$ cat src/rtl/cv32e40p_hwloop_pkg.sv
// ----------------------------------------------------------------------------
// cv32e40p_hwloop_pkg
// Shared definitions for the hardware-loop register bank:
//   - bit positions inside the 3-bit hwlp_we_i write-enable vector
//   - hwlp_regid_t, an index wide enough for the largest supported bank (8)
// ----------------------------------------------------------------------------
package cv32e40p_hwloop_pkg;

    localparam int HWLP_WE_START  = 0;
    localparam int HWLP_WE_END    = 1;
    localparam int HWLP_WE_CNT    = 2;

    localparam int HWLP_MAX_LOOPS = 8;

    typedef logic [$clog2(HWLP_MAX_LOOPS)-1:0] hwlp_regid_t;

endpackage

$ cat src/rtl/cv32e40p_hwloop_prio_sel.sv
// ----------------------------------------------------------------------------
// cv32e40p_hwloop_prio_sel
// Lowest-index priority encoder. Index 0 is the innermost loop and wins
// whenever several loops request in the same cycle.
// Ports:
//   req  in   N_LOOPS   per-loop request (match) vector
//   vld  out  1         at least one request is set
//   idx  out  regid     index of the lowest set request (0 when none)
// ----------------------------------------------------------------------------
module cv32e40p_hwloop_prio_sel
    import cv32e40p_hwloop_pkg::*;
#(
    parameter int N_LOOPS = 2
) (
    input  logic [N_LOOPS-1:0] req,
    output logic               vld,
    output hwlp_regid_t        idx
);

    // Scan from the top down so the lowest set index is the last assignment.
    always_comb begin
        vld = 1'b0;
        idx = '0;
        for (int i = N_LOOPS - 1; i >= 0; i--) begin
            if (req[i]) begin
                vld = 1'b1;
                idx = hwlp_regid_t'(i);
            end
        end
    end

endmodule

$ cat src/rtl/cv32e40p_hwloop_bank.sv
// ----------------------------------------------------------------------------
// cv32e40p_hwloop_bank
// Hardware-loop register bank for N_LOOPS nested loops. Holds start/end/count
// per loop, detects the loop-end PC, decrements the innermost matching loop,
// produces the branch-back target and a one-cycle done pulse on the final
// iteration.
//
// Optional feature (macro CV32E40P_HWLP_ERR_EN): a nonzero count write whose
// effective end address lies below its effective start address leaves the
// loop disarmed and raises a sticky per-loop error flag. Without the macro
// no check is made and hwlp_err_o is tied to 0.
//
// Ports:
//   clk, rst              clock, synchronous active-high reset
//   hwlp_start_data_i     start address write data (bit 0 dropped)
//   hwlp_end_data_i       end address write data (bit 0 dropped)
//   hwlp_cnt_data_i       iteration count write data
//   hwlp_we_i             write enables [0] start, [1] end, [2] count
//   hwlp_regid_i          loop targeted by the write (out of range: ignored)
//   valid_i, hwlp_pc_i    retiring instruction and its PC
//   hwlp_start_addr_o     packed start registers, loop k at [k*ADDR_W +: ADDR_W]
//   hwlp_end_addr_o       packed end registers
//   hwlp_counter_o        packed counters, loop k at [k*CNT_W +: CNT_W]
//   hwlp_active_o         counter[k] != 0
//   hwlp_jump_o           branch back to the selected loop's start
//   hwlp_target_o         branch target (0 when no loop matches)
//   hwlp_done_o           one-cycle pulse after the final iteration retires
//   hwlp_err_o            sticky setup error
// ----------------------------------------------------------------------------
module cv32e40p_hwloop_bank
    import cv32e40p_hwloop_pkg::*;
#(
    parameter int N_LOOPS = 2,
    parameter int REGID_W = (N_LOOPS > 1) ? $clog2(N_LOOPS) : 1,
    parameter int ADDR_W  = 32,
    parameter int CNT_W   = 32
) (
    input  logic                       clk,
    input  logic                       rst,
    input  logic [ADDR_W-1:0]          hwlp_start_data_i,
    input  logic [ADDR_W-1:0]          hwlp_end_data_i,
    input  logic [CNT_W-1:0]           hwlp_cnt_data_i,
    input  logic [2:0]                 hwlp_we_i,
    input  logic [REGID_W-1:0]         hwlp_regid_i,
    input  logic                       valid_i,
    input  logic [ADDR_W-1:0]          hwlp_pc_i,
    output logic [N_LOOPS*ADDR_W-1:0]  hwlp_start_addr_o,
    output logic [N_LOOPS*ADDR_W-1:0]  hwlp_end_addr_o,
    output logic [N_LOOPS*CNT_W-1:0]   hwlp_counter_o,
    output logic [N_LOOPS-1:0]         hwlp_active_o,
    output logic                       hwlp_jump_o,
    output logic [ADDR_W-1:0]          hwlp_target_o,
    output logic [N_LOOPS-1:0]         hwlp_done_o,
    output logic [N_LOOPS-1:0]         hwlp_err_o
);

    // Instructions are at least halfword aligned, so bit 0 is never stored.
    localparam logic [ADDR_W-1:0] ALIGN_MASK = {{(ADDR_W-1){1'b1}}, 1'b0};

    logic [ADDR_W-1:0] start_q [N_LOOPS];
    logic [ADDR_W-1:0] end_q   [N_LOOPS];
    logic [CNT_W-1:0]  cnt_q   [N_LOOPS];
    logic [N_LOOPS-1:0] done_q;
    logic [N_LOOPS-1:0] err_q;
    logic [N_LOOPS-1:0] active;
    logic [N_LOOPS-1:0] match;

    logic              any_match;
    hwlp_regid_t       sel;
    logic [CNT_W-1:0]  cnt_sel;
    logic [ADDR_W-1:0] start_sel;

    logic [ADDR_W-1:0] start_wdata;
    logic [ADDR_W-1:0] end_wdata;
    logic              cnt_wdata_nz;

    assign start_wdata  = hwlp_start_data_i & ALIGN_MASK;
    assign end_wdata    = hwlp_end_data_i & ALIGN_MASK;
    assign cnt_wdata_nz = (hwlp_cnt_data_i != '0);

    cv32e40p_hwloop_prio_sel #(
        .N_LOOPS (N_LOOPS)
    ) u_prio_sel (
        .req (match),
        .vld (any_match),
        .idx (sel)
    );

    // Mux out the selected loop's counter and start without array indexing,
    // which keeps the select index width independent of N_LOOPS.
    always_comb begin
        cnt_sel   = '0;
        start_sel = '0;
        for (int k = 0; k < N_LOOPS; k++) begin
            if (any_match && (sel == hwlp_regid_t'(k))) begin
                cnt_sel   = cnt_q[k];
                start_sel = start_q[k];
            end
        end
    end

    // With one iteration left the body falls through instead of branching.
    assign hwlp_jump_o   = valid_i && any_match && (cnt_sel > CNT_W'(1));
    assign hwlp_target_o = start_sel;

    for (genvar k = 0; k < N_LOOPS; k++) begin : g_loop
        logic              wr_hit;
        logic              wr_start;
        logic              wr_end;
        logic              wr_cnt;
        logic              dec;
        logic              cnt_bad;
        logic [ADDR_W-1:0] start_r;
        logic [ADDR_W-1:0] end_r;
        logic [CNT_W-1:0]  cnt_r;
        logic              done_r;

        // Out-of-range regids never equal any k, so such writes drop out here.
        assign wr_hit   = (int'(hwlp_regid_i) == k);
        assign wr_start = wr_hit && hwlp_we_i[HWLP_WE_START];
        assign wr_end   = wr_hit && hwlp_we_i[HWLP_WE_END];
        assign wr_cnt   = wr_hit && hwlp_we_i[HWLP_WE_CNT];
        assign dec      = valid_i && any_match && (sel == hwlp_regid_t'(k));

`ifdef CV32E40P_HWLP_ERR_EN
        logic [ADDR_W-1:0] eff_start;
        logic [ADDR_W-1:0] eff_end;
        logic              err_r;

        // Check against the addresses the loop will hold once this write lands.
        assign eff_start = wr_start ? start_wdata : start_r;
        assign eff_end   = wr_end ? end_wdata : end_r;
        assign cnt_bad   = cnt_wdata_nz && (eff_end < eff_start);

        // Zero-count writes are not checked and leave the flag as it was.
        always_ff @(posedge clk) begin
            if (rst) begin
                err_r <= 1'b0;
            end else if (wr_cnt && cnt_wdata_nz) begin
                err_r <= cnt_bad;
            end
        end

        assign err_q[k] = err_r;
`else
        assign cnt_bad  = 1'b0;
        assign err_q[k] = 1'b0;
`endif

        always_ff @(posedge clk) begin
            if (rst) begin
                start_r <= '0;
                end_r   <= '0;
                cnt_r   <= '0;
                done_r  <= 1'b0;
            end else begin
                if (wr_start) begin
                    start_r <= start_wdata;
                end
                if (wr_end) begin
                    end_r <= end_wdata;
                end
                // A count write overrides a same-cycle decrement of this loop.
                if (wr_cnt) begin
                    cnt_r <= cnt_bad ? '0 : hwlp_cnt_data_i;
                end else if (dec && (cnt_r != '0)) begin
                    cnt_r <= cnt_r - CNT_W'(1);
                end
                done_r <= dec && !wr_cnt && (cnt_r == CNT_W'(1));
            end
        end

        assign start_q[k] = start_r;
        assign end_q[k]   = end_r;
        assign cnt_q[k]   = cnt_r;
        assign done_q[k]  = done_r;
        assign active[k]  = (cnt_r != '0);
        assign match[k]   = active[k] && (hwlp_pc_i == end_r);

        assign hwlp_start_addr_o[k*ADDR_W +: ADDR_W] = start_r;
        assign hwlp_end_addr_o[k*ADDR_W +: ADDR_W]   = end_r;
        assign hwlp_counter_o[k*CNT_W +: CNT_W]      = cnt_r;
    end

    assign hwlp_active_o = active;
    assign hwlp_done_o   = done_q;
    assign hwlp_err_o    = err_q;

endmodule

$ cat config.mk
export PLATFORM = sky130hd
export DESIGN_NAME = cv32e40p_hwloop_bank
export DESIGN_NICKNAME = d
export VERILOG_FILES = /design/src/rtl/cv32e40p_hwloop_pkg.sv /design/src/rtl/cv32e40p_hwloop_prio_sel.sv /design/src/rtl/cv32e40p_hwloop_bank.sv
export SDC_FILE = /design/constraint.sdc
export NUM_CORES = 1
export LEC_CHECK = 0
export ABC_AREA = 1
export BUFFER_PORTS_ARGS = -buffer_cell sky130_fd_sc_hd__buf_2
export CORE_ASPECT_RATIO = 0.6
export CORE_MARGIN = 2
export CORE_UTILIZATION = 40
export CTS_CLUSTER_SIZE = 10
export DETAILED_ROUTE_END_ITERATION = 6
export PLACE_DENSITY = 0.69
export SLEW_MARGIN = 30
export SYNTH_ARGS = -nofsm -noshare
export SYNTH_HDL_FRONTEND = slang
export SYNTH_SLANG_ARGS = --single-unit
$ cat constraint.sdc
create_clock -name clk -period 1.9 [get_ports clk]
set_clock_uncertainty 0.2 [all_clocks]
set_input_delay 0.285 -clock clk [delete_from_list [all_inputs] [get_ports clk]]
set_output_delay 0.285 -clock clk [all_outputs]
set_load 0.005 [all_outputs]
# Word level (Yosys, flattened, before mapping)
# Index checks and enable logic that the tools add are counted.
[totals]
output_inout_bits = 231
regBits = 190
in_bits = 135
wordCells = 56
[classes]
n_addsub = 2
magnitude_cmp = 1
n_reduce_logical = 27
eq_ne = 5
n_mux = 12
bitwise_logic = 1
[ops]
columns = ["op", "count"]
rows = [
  ["2-to-1 mux 32 bit", 8],
  ["== test 32 x 1 -> 1 bit (second input constant)", 2],
  ["== test 32 bit", 2],
  ["nonzero test 32 bit", 2],
  ["subtractor 32 x 1 -> 32 bit (second input constant)", 2],
  ["> comparator 32 x 1 -> 1 bit (second input constant)", 1],
  ["logical AND 1 bit", 20],
  ["2-to-1 mux 1 bit", 4],
  ["nonzero test 2 bit", 2],
  ["== test 3 x 1 -> 1 bit (second input constant)", 1],
  ["logical NOT 3 bit", 1],
  ["logical NOT 1 bit", 2],
  ["NOT 1 bit", 1],
]

# Longest topological paths before layout
[depth]
word_depth = 10
mapped_depth = 16
mapped_depth_nobuf = 15

# Hierarchy
# Synthesis repeated with hierarchy kept, for this count alone.
[hier_totals]
cells_unflattened = 1667
hier_area_um2 = 10561.4
[modules_own_cells]
columns = ["mod", "n_inst", "area_each_um2", "seq_area_each_um2", "cells_per_inst"]
rows = [
  ["cv32e40p_hwloop_bank", 1, 10525.1, 3803.6, 1660],
  ["cv32e40p_hwloop_prio_sel", 1, 36.3, 0.0, 7],
]

# Least setup slack after synthesis
# No wires, ideal clock.
[synth_path]
path_kind = "register to output"
from = "register g_loop[1].cnt_r[0]"
to = "output port hwlp_target_o[10]"
stages_incl_launch_ff = 11
slack_ps = -181
required_time_ps = 1415
arrival_time_ps = 1596
cell_sequence = "dfxtp_1 > inv_1 > ha_1 > nand2_1 > nor2_1 > nand4_1 > nand3_1 > nor2_2 > clkbuf_1 > nand3_1 > nand2_1"
[synth_between]
elab_chain_cells = 8
[synth_rtl]
columns = ["item", "line", "text"]
rows = [
  ["start, declared", "cv32e40p_hwloop_bank.sv:115", "logic [CNT_W-1:0] cnt_r;"],
  ["start signal, assigned", "cv32e40p_hwloop_bank.sv:165", "cnt_r <= cnt_bad ? '0 : hwlp_cnt_data_i;"],
  ["start signal, assigned", "cv32e40p_hwloop_bank.sv:167", "cnt_r <= cnt_r - CNT_W'(1);"],
  ["nonzero test 32 bit *", "cv32e40p_hwloop_bank.sv:177", "assign active[k] = (cnt_r != '0);"],
  ["logical AND 1 bit *", "cv32e40p_hwloop_bank.sv:178", "assign match[k] = active[k] && (hwlp_pc_i == end_r);"],
  ["2-to-1 mux 1 bit (2 in series)", "cv32e40p_hwloop_prio_sel.sv:25", "if (req[i]) begin"],
  ["logical NOT 3 bit", "cv32e40p_hwloop_bank.sv:95", "if (any_match && (sel == hwlp_regid_t'(k))) begin"],
  ["logical AND 1 bit", "cv32e40p_hwloop_bank.sv:95", ""],
  ["2-to-1 mux 32 bit", "cv32e40p_hwloop_bank.sv:95", ""],
  ["2-to-1 mux 32 bit *", "cv32e40p_hwloop_bank.sv:95", ""],
  ["end, declared", "cv32e40p_hwloop_bank.sv:52", "output logic [ADDR_W-1:0] hwlp_target_o,"],
]
# Mark *: on every way between the ends. The rest lies on a longest branch, timed or not.

# Worst setup path in the final report
[layout_path]
from = "register g_loop[0].cnt_r[1]"
to = "output port hwlp_target_o[28]"
[layout_between]
elab_chain_cells = 7
[layout_rtl]
columns = ["item", "line"]
rows = [
  ["start, declared", "cv32e40p_hwloop_bank.sv:115"],
  ["start signal, assigned", "cv32e40p_hwloop_bank.sv:165"],
  ["start signal, assigned", "cv32e40p_hwloop_bank.sv:167"],
  ["nonzero test 32 bit *", "cv32e40p_hwloop_bank.sv:177"],
  ["logical AND 1 bit *", "cv32e40p_hwloop_bank.sv:178"],
  ["2-to-1 mux 1 bit", "cv32e40p_hwloop_prio_sel.sv:25"],
  ["logical NOT 3 bit", "cv32e40p_hwloop_bank.sv:95"],
  ["logical AND 1 bit", "cv32e40p_hwloop_bank.sv:95"],
  ["2-to-1 mux 32 bit", "cv32e40p_hwloop_bank.sv:95"],
  ["2-to-1 mux 32 bit *", "cv32e40p_hwloop_bank.sv:95"],
]
# Marked as above.

==> results.rst <==
.. list-table::
   :header-rows: 1

   * - Metric
     - Value
   * - Fraction of the mapped netlist area in compound gates
     - 13.3%
   * - Maximum clock frequency
     - 370 MHz
   * - Core Box Area
     - 0.0262 sq mm
   * - Final Slew Violations
     - 0
   * - Root Buffer Master
     - sky130_fd_sc_hd__clkbuf_16
   * - Port-buffer cells
     - 356
   * - Average vias per placed instance
     - 5.11
   * - Fraction of registers with async set or reset after synthesis
     - 0%
   * - CTS clk-pin slew, worst paths
     - about 70 ps
   * - Part of the cycle the worst path needs
     - 142%
   * - Number of flops mapped to enable cells by yosys
     - 0
   * - Fraction of layout instances using a drive strength above 1
     - 37.0%
   * - Setup violators final
     - 100
   * - Number of clock sinks
     - 190
   * - Clock Latency Late Sink
     - 450 ps
   * - Endpoint type of the worst setup path
     - output pin
   * - Number of inserted filler cells in the final layout
     - 2252
   * - Count of unique library cells instantiated by Yosys
     - 36
   * - Slew of the pin with the lowest slew margin
     - 775 ps
   * - Share of cell area taken by muxes after synthesis
     - 0%
   * - Pin count of the biggest net entering global routing
     - 75
   * - Floorplan row count
     - 46
   * - Worst-case headroom to the max-slew limit
     - 48.3%
   * - 1st-iter DRT viols
     - 1586
   * - Worst min-delay path category
     - in -> reg
   * - Total of warnings raised by yosys
     - 0
   * - Maximum level of the CTS H-tree
     - 4
   * - Worst-case vdd ir drop
     - 0.470 mV
   * - Area fraction of the dominant cell type after synthesis
     - between 30% and 40%
   * - Hold Startpoint
     - hwlp_cnt_data_i[10]
   * - Initial Utilization
     - 40.4%
   * - Total Die Area
     - 0.0278 sq mm
   * - Reg2Reg Setup Slack
     - -680 ps
   * - Placer's final routability congestion estimate
     - 0.940
   * - Number of ports placed on the die boundary
     - 366
   * - Non-filler instance count after layout
     - 2734
   * - Cell types with the largest area share after synthesis
     - sky130_fd_sc_hd__dfxtp_1 36%, sky130_fd_sc_hd__nand2_1 16%, sky130_fd_sc_hd__nor2_1 12%
   * - Static power due to leakage
     - a little under 9 nW
   * - Die Width
     - 214 microns
   * - Required arrival time at the worst endpoint
     - 1410 ps
   * - Global-route usage over all layers
     - 31.4%
   * - Number of CTS-inserted buffers
     - 17
   * - Mapped Avg Cell Area
     - 6.21 sq um
   * - CP startpoint kind
     - flop
   * - Number of placed cells counting well taps
     - 2582
   * - Number of global-route vias before repair
     - 12500
   * - Placed wire-length estimate
     - 32200 microns
   * - Number of instances in the synthesized netlist
     - 1703
   * - Most common library cells after synthesis
     - 456 x sky130_fd_sc_hd__nand2_1, 345 x sky130_fd_sc_hd__nor2_1, 190 x sky130_fd_sc_hd__dfxtp_1, 172 x sky130_fd_sc_hd__o21ai_0, 127 x sky130_fd_sc_hd__nand3_1
   * - Routed WL
     - 47400 microns
   * - Unrepaired setup endpoints after global routing
     - yes
   * - Failing checks
     - design-rule violations, negative setup slack
   * - Wire length of the first global-routing pass
     - 68200 microns
   * - Worst EP arrival
     - 2220 ps
   * - Hold slack
     - between 20 and 25 ps
   * - #FFs+latches synth
     - 190
   * - Cell with the most instances after synthesis
     - sky130_fd_sc_hd__nand2_1
   * - TritonCTS clock tree
     - built
   * - Total global routing overflow
     - 0
   * - Synthesis-to-layout area growth
     - 62.0%
   * - Worst Slack Setup Final
     - -805 ps
   * - Per-cell routed wire length
     - 17.3 microns
   * - Start point of the critical path
     - g_loop[0].cnt_r[1]$_SDFFE_PP0P_
   * - Sequential cell area
     - 0.00385 sq mm
   * - Total vias in the final route
     - 14000
   * - Post-synthesis adder-cell area fraction
     - 0.710%
   * - Number of iterations in the first detailed-routing pass
     - 7
   * - Ys flop type
     - sky130_fd_sc_hd__dfxtp_1
   * - Sequential cell area fraction in the yosys report
     - 36.0%
   * - Type of the worst setup path
     - reg -> out
   * - Final core area utilization
     - 65.4%
   * - Source of the worst register-to-register timing path
     - g_loop[1].cnt_r[29]$_SDFFE_PP0P_
   * - Biggest fanout along the worst timing path
     - 8
   * - Mapped Area
     - 0.0106 sq mm
   * - Power per Cell Area
     - 730 mW/mm^2
   * - Die Y-Extent
     - 130 microns
   * - Number of violations of the max-capacitance limit
     - 0
   * - Combined area of the multi-input logic cells
     - 0.00661 sq mm
   * - Clock buffer depth
     - 2
   * - Cell taking the most area after synthesis
     - sky130_fd_sc_hd__dfxtp_1
   * - DRC violations left
     - 2
   * - Outcome
     - complete, but fails checks
   * - Number of nets at the end of the flow
     - 2500
   * - Worst slack after detailed placement
     - -391 ps
   * - Synthesized-area fraction occupied by and/or/nand/nor cells
     - 37.6%
   * - Number of antenna violations at the first check in global routing
     - 3
   * - Post-route ant nets
     - 0
   * - Main combinational cell family by area after synthesis
     - simple AND/OR/NAND/NOR gates
   * - Shortest period the worst path allows
     - 2710 ps
   * - Final hold violation count
     - 0
   * - Parity-gate share of the synthesized area counting xor and xnor cells
     - between 4 and 5%
## state kept, by name, summed over array words and instances (netlist names)
name            count
g_loop.end_r       62
g_loop.start_r     62
g_loop.cnt_r       64
g_loop.done_r       2
## layout make-up
type,instances,share of cell area (%)
antenna,3,0.0438
clock buffer,18,2.56
clock inverter,13,0.767
inverter,102,2.31
multi-input combinational,1324,38.6
sequential,190,22.5
tap,360,2.63
timing repair buffer,724,30.6
## final timing paths
path	end	cells after the start
worst max-delay path	hwlp_target_o[28]	14
worst min-delay path	g_loop[0].cnt_r[10]$_SDFFE_PP0P_	5
worst max register to register	g_loop[1].cnt_r[16]$_SDFFE_PP0P_	15
worst min register to register	g_loop[1].end_r[26]$_SDFFE_PP0P_	2
## metrics by stage
| step | total power [W] | TNS, ps | area, sq um |
|---|---|---|---|
| detailed placement | 0.00824 | -32260 | 14500 |
| CTS | 0.0122 | -56150 | 16500 |
| floorplan | 0.00643 | 0 | 10700 |
| finish | 0.0125 | -59550 | 17100 |
| global route | 0.0131 | -71330 | 17100 |
| global placement | 0.00818 | -31380 | 14500 |
## critical path, cell delays in order, from the launching register on
cell and delay, ps:
sky130_fd_sc_hd__dfxtp_2 330, sky130_fd_sc_hd__inv_2 70, sky130_fd_sc_hd__ha_4 140, sky130_fd_sc_hd__nand2_2 50, sky130_fd_sc_hd__nor2_2 130, sky130_fd_sc_hd__nand3_2 80
sky130_fd_sc_hd__nor2_2 90, sky130_fd_sc_hd__buf_4 120, sky130_fd_sc_hd__nor2_4 50, sky130_fd_sc_hd__nand2_8 140, sky130_fd_sc_hd__clkinv_8 110, sky130_fd_sc_hd__clkbuf_16 190
sky130_fd_sc_hd__nand2_4 50, sky130_fd_sc_hd__nand2_1 60, sky130_fd_sc_hd__buf_2 130
## cells in the final DEF (no fill, tap or decap), drive strengths merged, types with 3 or more instances in the layout
master	Yosys	routed
nand4	20	20
a21oi	90	90
nor2	353	353
inv	101	106
clkinv	1	4
dfxtp	190	190
nand3	128	128
nand2	460	460
clkbuf	68	25
or2	4	4
o21bai	5	5
ha	6	6
dlygate4sd3	0	70
clkinvlp	0	4
o21ai	175	175
nor3	8	8
bufbuf	0	3
xor2	30	30
diode	0	3
nor4	3	3
conb	1	7
xnor2	26	26
buf	25	644
## logic make-up (layout without fill, tap and decap cells)
group | Yosys count | in the layout
other cells | 1 | 10
compound gates | 276 | 276
fa+ha+maj | 6 | 6
xor+xnor | 56 | 56
buf+inv | 195 | 857
simple gates | 979 | 979
flops | 190 | 190
## layer usage
metal	track usage, %	up-vias	wire [microns]
met1	43.2	6367	20800
li1	-	6758	-
met2	47.7	761	20500
met5	0	-	0
met3	9.28	89	5010
met4	9.38	0	1080
## where the power goes
part,total (W),leakage (nW),switching (W),internal (W)
sequential,0.00451,1.58,0.000250,0.00426
clock,0.00365,0.270,0.00178,0.00187
combinational,0.00434,6.96,0.00230,0.00204
total,0.0125,8.81,0.00433,0.00817
## what timing repair did
item	4_1_cts	5_1_grt
hold buffers	70	0
gates cloned	7	9
resized for setup	94	122
pin swaps	32	75
setup endpoints to repair	100	100
setup buffers	31	14
hold endpoints to repair	133	0
Power figures use the tool's default switching activity.
